$ cat src/rtl/rank_loader.sv
// rank_loader: collects (index, rank) beats into the sorter's flattened array,
// pulses sort_start for two cycles per frame, then stalls input until sort_done.
`default_nettype none
`timescale 1ns/1ps

module rank_loader #(
  parameter int DATA_WIDTH = 32,
  parameter int NUM_WORDS  = 32,
  parameter int IDX_WIDTH  = 5
) (
  input  logic                             clk,
  input  logic                             reset,
  input  logic                             in_valid,
  output logic                             in_ready,
  input  logic [IDX_WIDTH-1:0]             in_index,
  input  logic [DATA_WIDTH-1:0]            in_rank,
  input  logic                             in_last,
  output logic [DATA_WIDTH*NUM_WORDS-1:0]  array_out_flattened,
  output logic                             sort_start,
  input  logic                             sort_done,
  output logic                             busy,
  output logic [IDX_WIDTH:0]               word_count,
  output logic                             dup_err,
  output logic                             range_err,
  output logic [15:0]                      frame_count
);

  localparam logic [IDX_WIDTH:0] NUM_W = (IDX_WIDTH+1)'(NUM_WORDS);

  typedef enum logic [1:0] {
    COLLECT   = 2'd0,
    LAUNCH    = 2'd1,
    WAIT_SORT = 2'd2
  } state_t;

  state_t                 state, state_next;
  logic                   launch_cnt;
  logic [NUM_WORDS-1:0]   written;
  logic [NUM_WORDS-1:0]   sel;
  logic                   accept, in_range, slot_used, do_write, new_slot;
  logic                   frame_end, clear;
  logic [IDX_WIDTH:0]     wc_after;

  // Beat decode: one-hot slot select is empty for out-of-range indices.
  always_comb begin
    sel = '0;
    for (int j = 0; j < NUM_WORDS; j++)
      sel[j] = in_range && (in_index == IDX_WIDTH'(j));
  end

  assign accept    = in_valid & in_ready;
  assign in_range  = ({1'b0, in_index} < NUM_W);
  assign slot_used = |(sel & written);
  assign do_write  = accept & in_range;
  assign new_slot  = do_write & ~slot_used;
  assign wc_after  = word_count + {{IDX_WIDTH{1'b0}}, new_slot};
  assign frame_end = accept & (in_last | (wc_after == NUM_W));
  assign clear     = (state == WAIT_SORT) & sort_done;

  always_ff @(posedge clk or posedge reset) begin
    if (reset) begin
      state      <= COLLECT;
      launch_cnt <= 1'b0;
    end else begin
      state      <= state_next;
      launch_cnt <= (state == LAUNCH) ? ~launch_cnt : 1'b0;
    end
  end

  // Outputs decode from the registered state only, so sort_start falls with reset.
  always_comb begin
    state_next = state;
    in_ready   = 1'b0;
    sort_start = 1'b0;
    busy       = 1'b0;
    case (state)
      COLLECT: begin
        in_ready = 1'b1;
        if (frame_end) state_next = LAUNCH;
      end
      LAUNCH: begin
        sort_start = 1'b1;
        busy       = 1'b1;
        if (launch_cnt) state_next = WAIT_SORT;
      end
      WAIT_SORT: begin
        busy = 1'b1;
        if (sort_done) state_next = COLLECT;
      end
      default: state_next = COLLECT;
    endcase
  end

  always_ff @(posedge clk or posedge reset) begin
    if (reset) begin
      array_out_flattened <= '0;
      written             <= '0;
      word_count          <= '0;
      dup_err             <= 1'b0;
      range_err           <= 1'b0;
      frame_count         <= 16'd0;
    end else if (clear) begin
      array_out_flattened <= '0;
      written             <= '0;
      word_count          <= '0;
      dup_err             <= 1'b0;
      range_err           <= 1'b0;
      frame_count         <= frame_count + 16'd1;
    end else if (accept) begin
      for (int j = 0; j < NUM_WORDS; j++)
        if (sel[j]) array_out_flattened[j*DATA_WIDTH +: DATA_WIDTH] <= in_rank;
      written    <= written | sel;
      word_count <= wc_after;
      if (do_write && slot_used) dup_err <= 1'b1;
      if (!in_range) range_err <= 1'b1;
    end
  end

endmodule

`default_nettype wire
$ cat config.mk
export PLATFORM = sky130hd
export DESIGN_NAME = rank_loader
export DESIGN_NICKNAME = d
export VERILOG_FILES = /design/src/rtl/rank_loader.sv
export SDC_FILE = /design/constraint.sdc
export NUM_CORES = 2
export LEC_CHECK = 0
export CORE_AREA = 2 2 426 428
export CTS_BUF_LIST = sky130_fd_sc_hd__clkbuf_8
export DETAILED_ROUTE_END_ITERATION = 10
export DIE_AREA = 0 0 428 430
export GPL_TIMING_DRIVEN = 1
export SLEW_MARGIN = 20
export SYNTH_ARGS = -nofsm -noshare
export SYNTH_HDL_FRONTEND = slang
export SYNTH_SLANG_ARGS = --single-unit
$ cat constraint.sdc
create_clock -name clk -period 57.6 [get_ports clk]
set_clock_uncertainty 0.15 [all_clocks]
set_input_delay 14.4 -clock clk [delete_from_list [all_inputs] [get_ports clk]]
set_output_delay 14.4 -clock clk [all_outputs]
set_load 0.05 [all_outputs]
Yosys cells after proc, flatten, opt, wreduce, memory -nomap -nowiden
Index checks and enable logic that the tools add are counted.

storage, ports and cells
  flip-flop bits (word level) = 1,082
  input port bits = 42
  output and inout port bits = 1,051

cells by class
  add/sub/neg operators = 2
  eq/ne operators = 37
  multiplexer cells = 49
  bitwise logic cells = 9
  reductions and logical operators = 73

operator list
  cell                   count
  $mux 1024              2
  $mux 32                34
  $eq 5x5->1 const B     16
  $reduce_bool 2->1      34
  $reduce_and 2->1       33
  $eq 5x4->1 const B     8
  $and 32x32->32         1
  $or 32x32->32          1
  $reduce_or 32->1       1
  $eq 5x3->1 const B     4
  $add 16x1->16 const B  1
  $mux 6                 2
  $eq 5x2->1 const B     2
  $mux 1                 7
  $add 6x1->6            1
  $eq 6x6->1 const B     1
  $mux 2                 3
  $ne 2x2->1 const B     3
  $pmux 2 s3             1
  $eq 5x1->1 const B     1
  $logic_not 5->1        1
  $and 1x1->1            4
  $reduce_and 3->1       1
  $eq 2x1->1 const B     1
  6 further kinds        7

Longest topological paths before layout
  depth after elaboration = 11
  mapped depth = 14
  gate-level depth less buffers = 12

Worst setup path after synthesis
Ideal clock, no wire load.

  path type = input port to flip-flop
  start = input port in_index[0]
  end = register state[1]
  setup time = 0.131 ns
  data arrival time = 16.896 ns
  required time = 57.319 ns
  path slack = 40.423 ns
  stages = 12
  path buffers = 1
  path through = buf_6 mux4_2 nand3_1 nand4_1 a211o_1 nor3_1 ha_1 nand3_1 or3b_1 a2111oi_4 or3_1 nand3_1

between the ends
  longest elaborated chain between the ends = 11
  elaborated cells on any way between the ends = 42
  those cells by class = add/sub (1); eq/ne (33); bitwise (5); reduce/logical (3)

RTL lines
  item                                line  text
  start, declared                     15    input logic [IDX_WIDTH-1:0] in_index,
  $eq 5x1->1 (tied with other cells)  48    sel[j] = in_range && (in_index == IDX_WIDTH'(j));
  $and 32x32->32 *                    53    assign slot_used = |(sel & written);
  $reduce_or 32->1 *                  53
  $not 1->1 *                         55    assign new_slot = do_write & ~slot_used;
  $and 1x1->1 *                       55
  $add 6x1->6 *                       56    assign wc_after = word_count + {{IDX_WIDTH{1'b0}}, new_slot};
  $eq 6x6->1 *                        57    assign frame_end = accept & (in_last | (wc_after == NUM_W));
  $or 1x1->1 *                        57
  $and 1x1->1 *                       57
  $ne 2x2->1 (no line) *              -
  $reduce_and 3->1 (no line) *        -
  end signal, assigned                65    state <= state_next;
  end, declared                       36    state_t state, state_next;

Mark *: on every way between the ends. The rest lies on a longest branch, timed or not.
A chain may end at the register's enable or synchronous reset.

Final worst setup path
  start = input port sort_done
  end = register array_out_flattened[255]

between the ends
  longest elaborated chain between the ends = 3
  elaborated cells on any way between the ends = 5
  those cells by class = mux (1); bitwise (1); reduce/logical (3)

RTL lines
  item                           line  text
  start, declared                20    input logic sort_done,
  $and 1x1->1 *                  58    assign clear = (state == WAIT_SORT) & sort_done;
  $reduce_bool 2->1 (no line)    -
  $reduce_and 2->1 (no line)     -
  end signal, assigned by index  111   if (sel[j]) array_out_flattened[j*DATA_WIDTH +: DATA_WIDTH] <= in_rank;
  end, declared                  18    output logic [DATA_WIDTH*NUM_WORDS-1:0] array_out_flattened,

Marks and branches as above.

==> results.json <==
{
  "status": "complete, no violations",
  "critPathKind": "input port to flop",
  "slew_violations": 0,
  "start_kind": "input port",
  "clkLatencyLatePin_ns": 0.98,
  "dp.final_hpwl_um": 130100,
  "max_freq_mhz": 53.46,
  "worstHoldPathCells": 1,
  "grt_overflow": 0,
  "drtIter0Drc": 4045,
  "r2r_slack_ns": 52.11,
  "synth_edf_count": 0,
  "instances_no_fill": 8351,
  "final.fill_count": 18473,
  "port_buffers": 1091,
  "routed_wire_length_per_instance_um": 24.52,
  "post_synth.cell_area_avg_um2": 8.899,
  "finalCriticalPeriod_ns": 18.71,
  "maxCapViolCount": 0,
  "dr_top_layer": "met5",
  "postCtsSetupBuffers": 0,
  "viasPerCell": 4.763,
  "gr-usage-all-layers": 0.2150,
  "worstMarginPinSlew_ns": 1.168,
  "maximum_number_of_pins_on_one_net_before_global_route_repair": 208,
  "cp.required_ns": 58.22,
  "level_count_of_the_clock_h_tree": 4,
  "vias": 39775,
  "area.growth.synth_to_final_pct": 38.81,
  "synth.lib_cells_used.distinct": 51,
  "drive_gt1_frac": 0.07826,
  "post_cts_resized": 0,
  "placed_cells": 8013,
  "netlist.area_leader.share": 0.6232,
  "rsz0062_at_grt": "no",
  "reg2reg_to": "array_out_flattened[255]$_DFFE_PP0P_",
  "initial_core_util": 0.2417,
  "synth_flop_cell": "sky130_fd_sc_hd__dfrtp_1",
  "number_of_synthesized_register_bits": 1082,
  "min_delay_worst_endpoint": "launch_cnt$_DFF_PP0_",
  "fin_util": 0.3355,
  "delay_of_the_slowest_cell_on_the_worst_path_ns": 0.93,
  "whs_ns": 0.2596,
  "critPathArrivalTime_ns": 19.33,
  "tritoncts.num_buffers": 187,
  "yosysTopAreaCell": "sky130_fd_sc_hd__dfrtp_1",
  "tritoncts": "yes",
  "grt_pass1_wl_um": 286800,
  "io_pins": 1093,
  "detailedRoute.firstPassIterationCount": 6,
  "core_um2": 179800,
  "synth_fp_nets": 4930,
  "total_wire_length_um": 204700,
  "setup_slack_ns": 38.89,
  "vias_in_the_first_global_route": 38942,
  "min_period_over_period": 0.3248,
  "ctsRootBufferMaster": "sky130_fd_sc_hd__clkbuf_8",
  "footprint_of_the_multi_input_gates_um2": 14760,
  "hold_violations": 0,
  "peakVddDrop_uv": 22.25,
  "hold_class": "flop to flop",
  "path_delay_family": "buffers and inverters",
  "cp_cell_sequence": "clkdlybuf4s50_1 > and2_4 > buf_4 > buf_4 > buf_4 > buf_12 > a21oi_1",
  "row_count": 156,
  "ys.warnings.count": 0,
  "setup_viol": 0,
  "finish.net_count": 5882,
  "chipHeight_um": 430,
  "dr_wl_met2_um": 100500,
  "dieArea_um2": 184000,
  "synth_cells": 4882,
  "final.setup.tns_ns": 0,
  "horizontal_die_dimension_um": 428,
  "dr_wl_met3_um": 16670,
  "ant_nets_after_route": 0,
  "m1WireLength_um": 76330,
  "critical_path.slowest_cell": "sky130_fd_sc_hd__buf_4",
  "timing.critical_path.to_type": "flop",
  "hold_path.startpoint": "launch_cnt$_DFF_PP0_",
  "synthArstFlopShare": 1.000,
  "maxSlewHeadroom": 0.2216,
  "clock_sinks": 1082,
  "dp_worst_setup_slack_ns": 38.07,
  "cts.reportedPaths.clkPinSlew_ns": 0.06,
  "critPathBufInv": 5,
  "reg2regPathDepth": 8,
  "synth_seq_area_share": 0.6232,
  "post-route-drc-count": 0,
  "worst_r2r_startpoint": "state[0]$_DFFE_PP0P_",
  "mappedNetlistArea_um2": 43450,
  "path_common_cell": "sky130_fd_sc_hd__buf_4",
  "area_of_all_sequential_standard_cells_um2": 27080,
  "clock_tree.buffer_depth": 3,
  "p_per_area_nw_per_um2": 39.67,
  "path_max_fanout": 207,
  "cts-hold-fix-buffers": 0,
  "leakagePower_nw": 25.30,
  "synth_top_cells_by_area": "sky130_fd_sc_hd__dfrtp_1 62%, sky130_fd_sc_hd__nand2_1 18%, sky130_fd_sc_hd__a21oi_1 12%",
  "grt_antenna_before_repair": 6,
  "routabilityCongestion": 0.8172
}
## metal layers
metal | vias to the layer above | GRT usage
li1 | 17519 | -
met1 | 19808 | 0.2515
met2 | 1933 | 0.3592
met3 | 509 | 0.05728
met4 | 6 | 0.1159
met5 | - | 0
## cells in the final DEF (no fill, tap or decap), types with 7 or more instances in the layout
cell                              count
sky130_fd_sc_hd__dfrtp_1           1082
sky130_fd_sc_hd__inv_1               77
sky130_fd_sc_hd__nor3_1               7
sky130_fd_sc_hd__clkdlybuf4s50_1   1059
sky130_fd_sc_hd__a21oi_1           1029
sky130_fd_sc_hd__nor2_1              80
sky130_fd_sc_hd__clkinv_2            14
sky130_fd_sc_hd__clkbuf_8           237
sky130_fd_sc_hd__nor2_4              22
sky130_fd_sc_hd__nand3_1             17
sky130_fd_sc_hd__nand2_2             14
sky130_fd_sc_hd__xnor2_1             15
sky130_fd_sc_hd__buf_4               96
sky130_fd_sc_hd__nand2_1           2079
sky130_fd_sc_hd__buf_2               29
## flip-flops by register name, indices dropped and copies added, names as in the netlist
register and count:
written 32, state 2, dup_err 1, word_count 6, array_out_flattened 1024, frame_count 16
launch_cnt 1
## stage by stage
step / power (mW) / cell area, um^2
3_3_place_gp: 1.669 / 56420
5_1_grt: 2.478 / 60310
6_report: 2.392 / 60310
4_1_cts: 2.406 / 60260
2_1_floorplan: 1.391 / 43450
3_5_place_dp: 1.678 / 56420
## synth_stat cells (2+ instances only)
master	count
sky130_fd_sc_hd__nand2_1	2093
sky130_fd_sc_hd__dfrtp_1	1082
sky130_fd_sc_hd__a21oi_1	1029
sky130_fd_sc_hd__clkbuf_1	294
sky130_fd_sc_hd__buf_2	131
sky130_fd_sc_hd__nor2_1	89
sky130_fd_sc_hd__nand3_1	21
sky130_fd_sc_hd__nor2_2	15
sky130_fd_sc_hd__xnor2_1	15
sky130_fd_sc_hd__inv_1	11
sky130_fd_sc_hd__nor3_1	7
sky130_fd_sc_hd__ha_1	6
sky130_fd_sc_hd__mux2i_1	6
sky130_fd_sc_hd__nand4_1	6
sky130_fd_sc_hd__nor3_2	6
sky130_fd_sc_hd__or3_1	6
sky130_fd_sc_hd__nand2b_1	5
sky130_fd_sc_hd__nor2b_1	5
sky130_fd_sc_hd__xor2_1	5
sky130_fd_sc_hd__buf_4	4
sky130_fd_sc_hd__mux2_2	4
sky130_fd_sc_hd__o21ai_0	4
sky130_fd_sc_hd__nor4_4	3
sky130_fd_sc_hd__a31oi_1	2
sky130_fd_sc_hd__a32oi_1	2
sky130_fd_sc_hd__and3_1	2
sky130_fd_sc_hd__nand3b_1	2
sky130_fd_sc_hd__o2111ai_1	2
sky130_fd_sc_hd__o32a_1	2
sky130_fd_sc_hd__or2_1	2
## worst max-delay path by stage
stage                         start                              endpoint  slack (ns)  depth (start not counted)
final                     sort_done  array_out_flattened[255]$_DFFE_PP0P_       38.89                          7
after global routing      sort_done  array_out_flattened[272]$_DFFE_PP0P_       38.74                          7
after CTS                 sort_done  array_out_flattened[255]$_DFFE_PP0P_       39.14                          7
after detailed placement  sort_done  array_out_flattened[168]$_DFFE_PP0P_       38.07                          7
after global placement    sort_done  array_out_flattened[303]$_DFFE_PP0P_       38.14                          7
after floorplan               reset    array_out_flattened[0]$_DFFE_PP0P_       12.59                          1
## cell type report
cell class,instances,share of cell area
repair buffers,1193,0.1927
flip-flops and latches,1082,0.4490
well taps,2370,0.04917
inverters,11,0.0008091
multi-input cells,3359,0.2448
diodes,1,0.00004149
clock buffers,237,0.05409
clock inverters,98,0.009502
## power breakdown
part / total, mW / internal (mW) / switching (mW)
clock network: 0.727 / 0.384 / 0.342
logic: 0.755 / 0.205 / 0.549
registers: 0.911 / 0.854 / 0.0575
## cell families after synthesis
kind of cell               Yosys count  synth area share
buffers and inverters              441           0.04239
DFF                               1082            0.6232
muxes                               11          0.002937
xor gates and xnor gates            20          0.004032
AOI/OAI and AO/OA                 1049            0.1226
adders and majority gates            6          0.001728
other                                1        0.00008631
and+or+nand+nor                   2272            0.2030
Power figures use the tool's default switching activity.
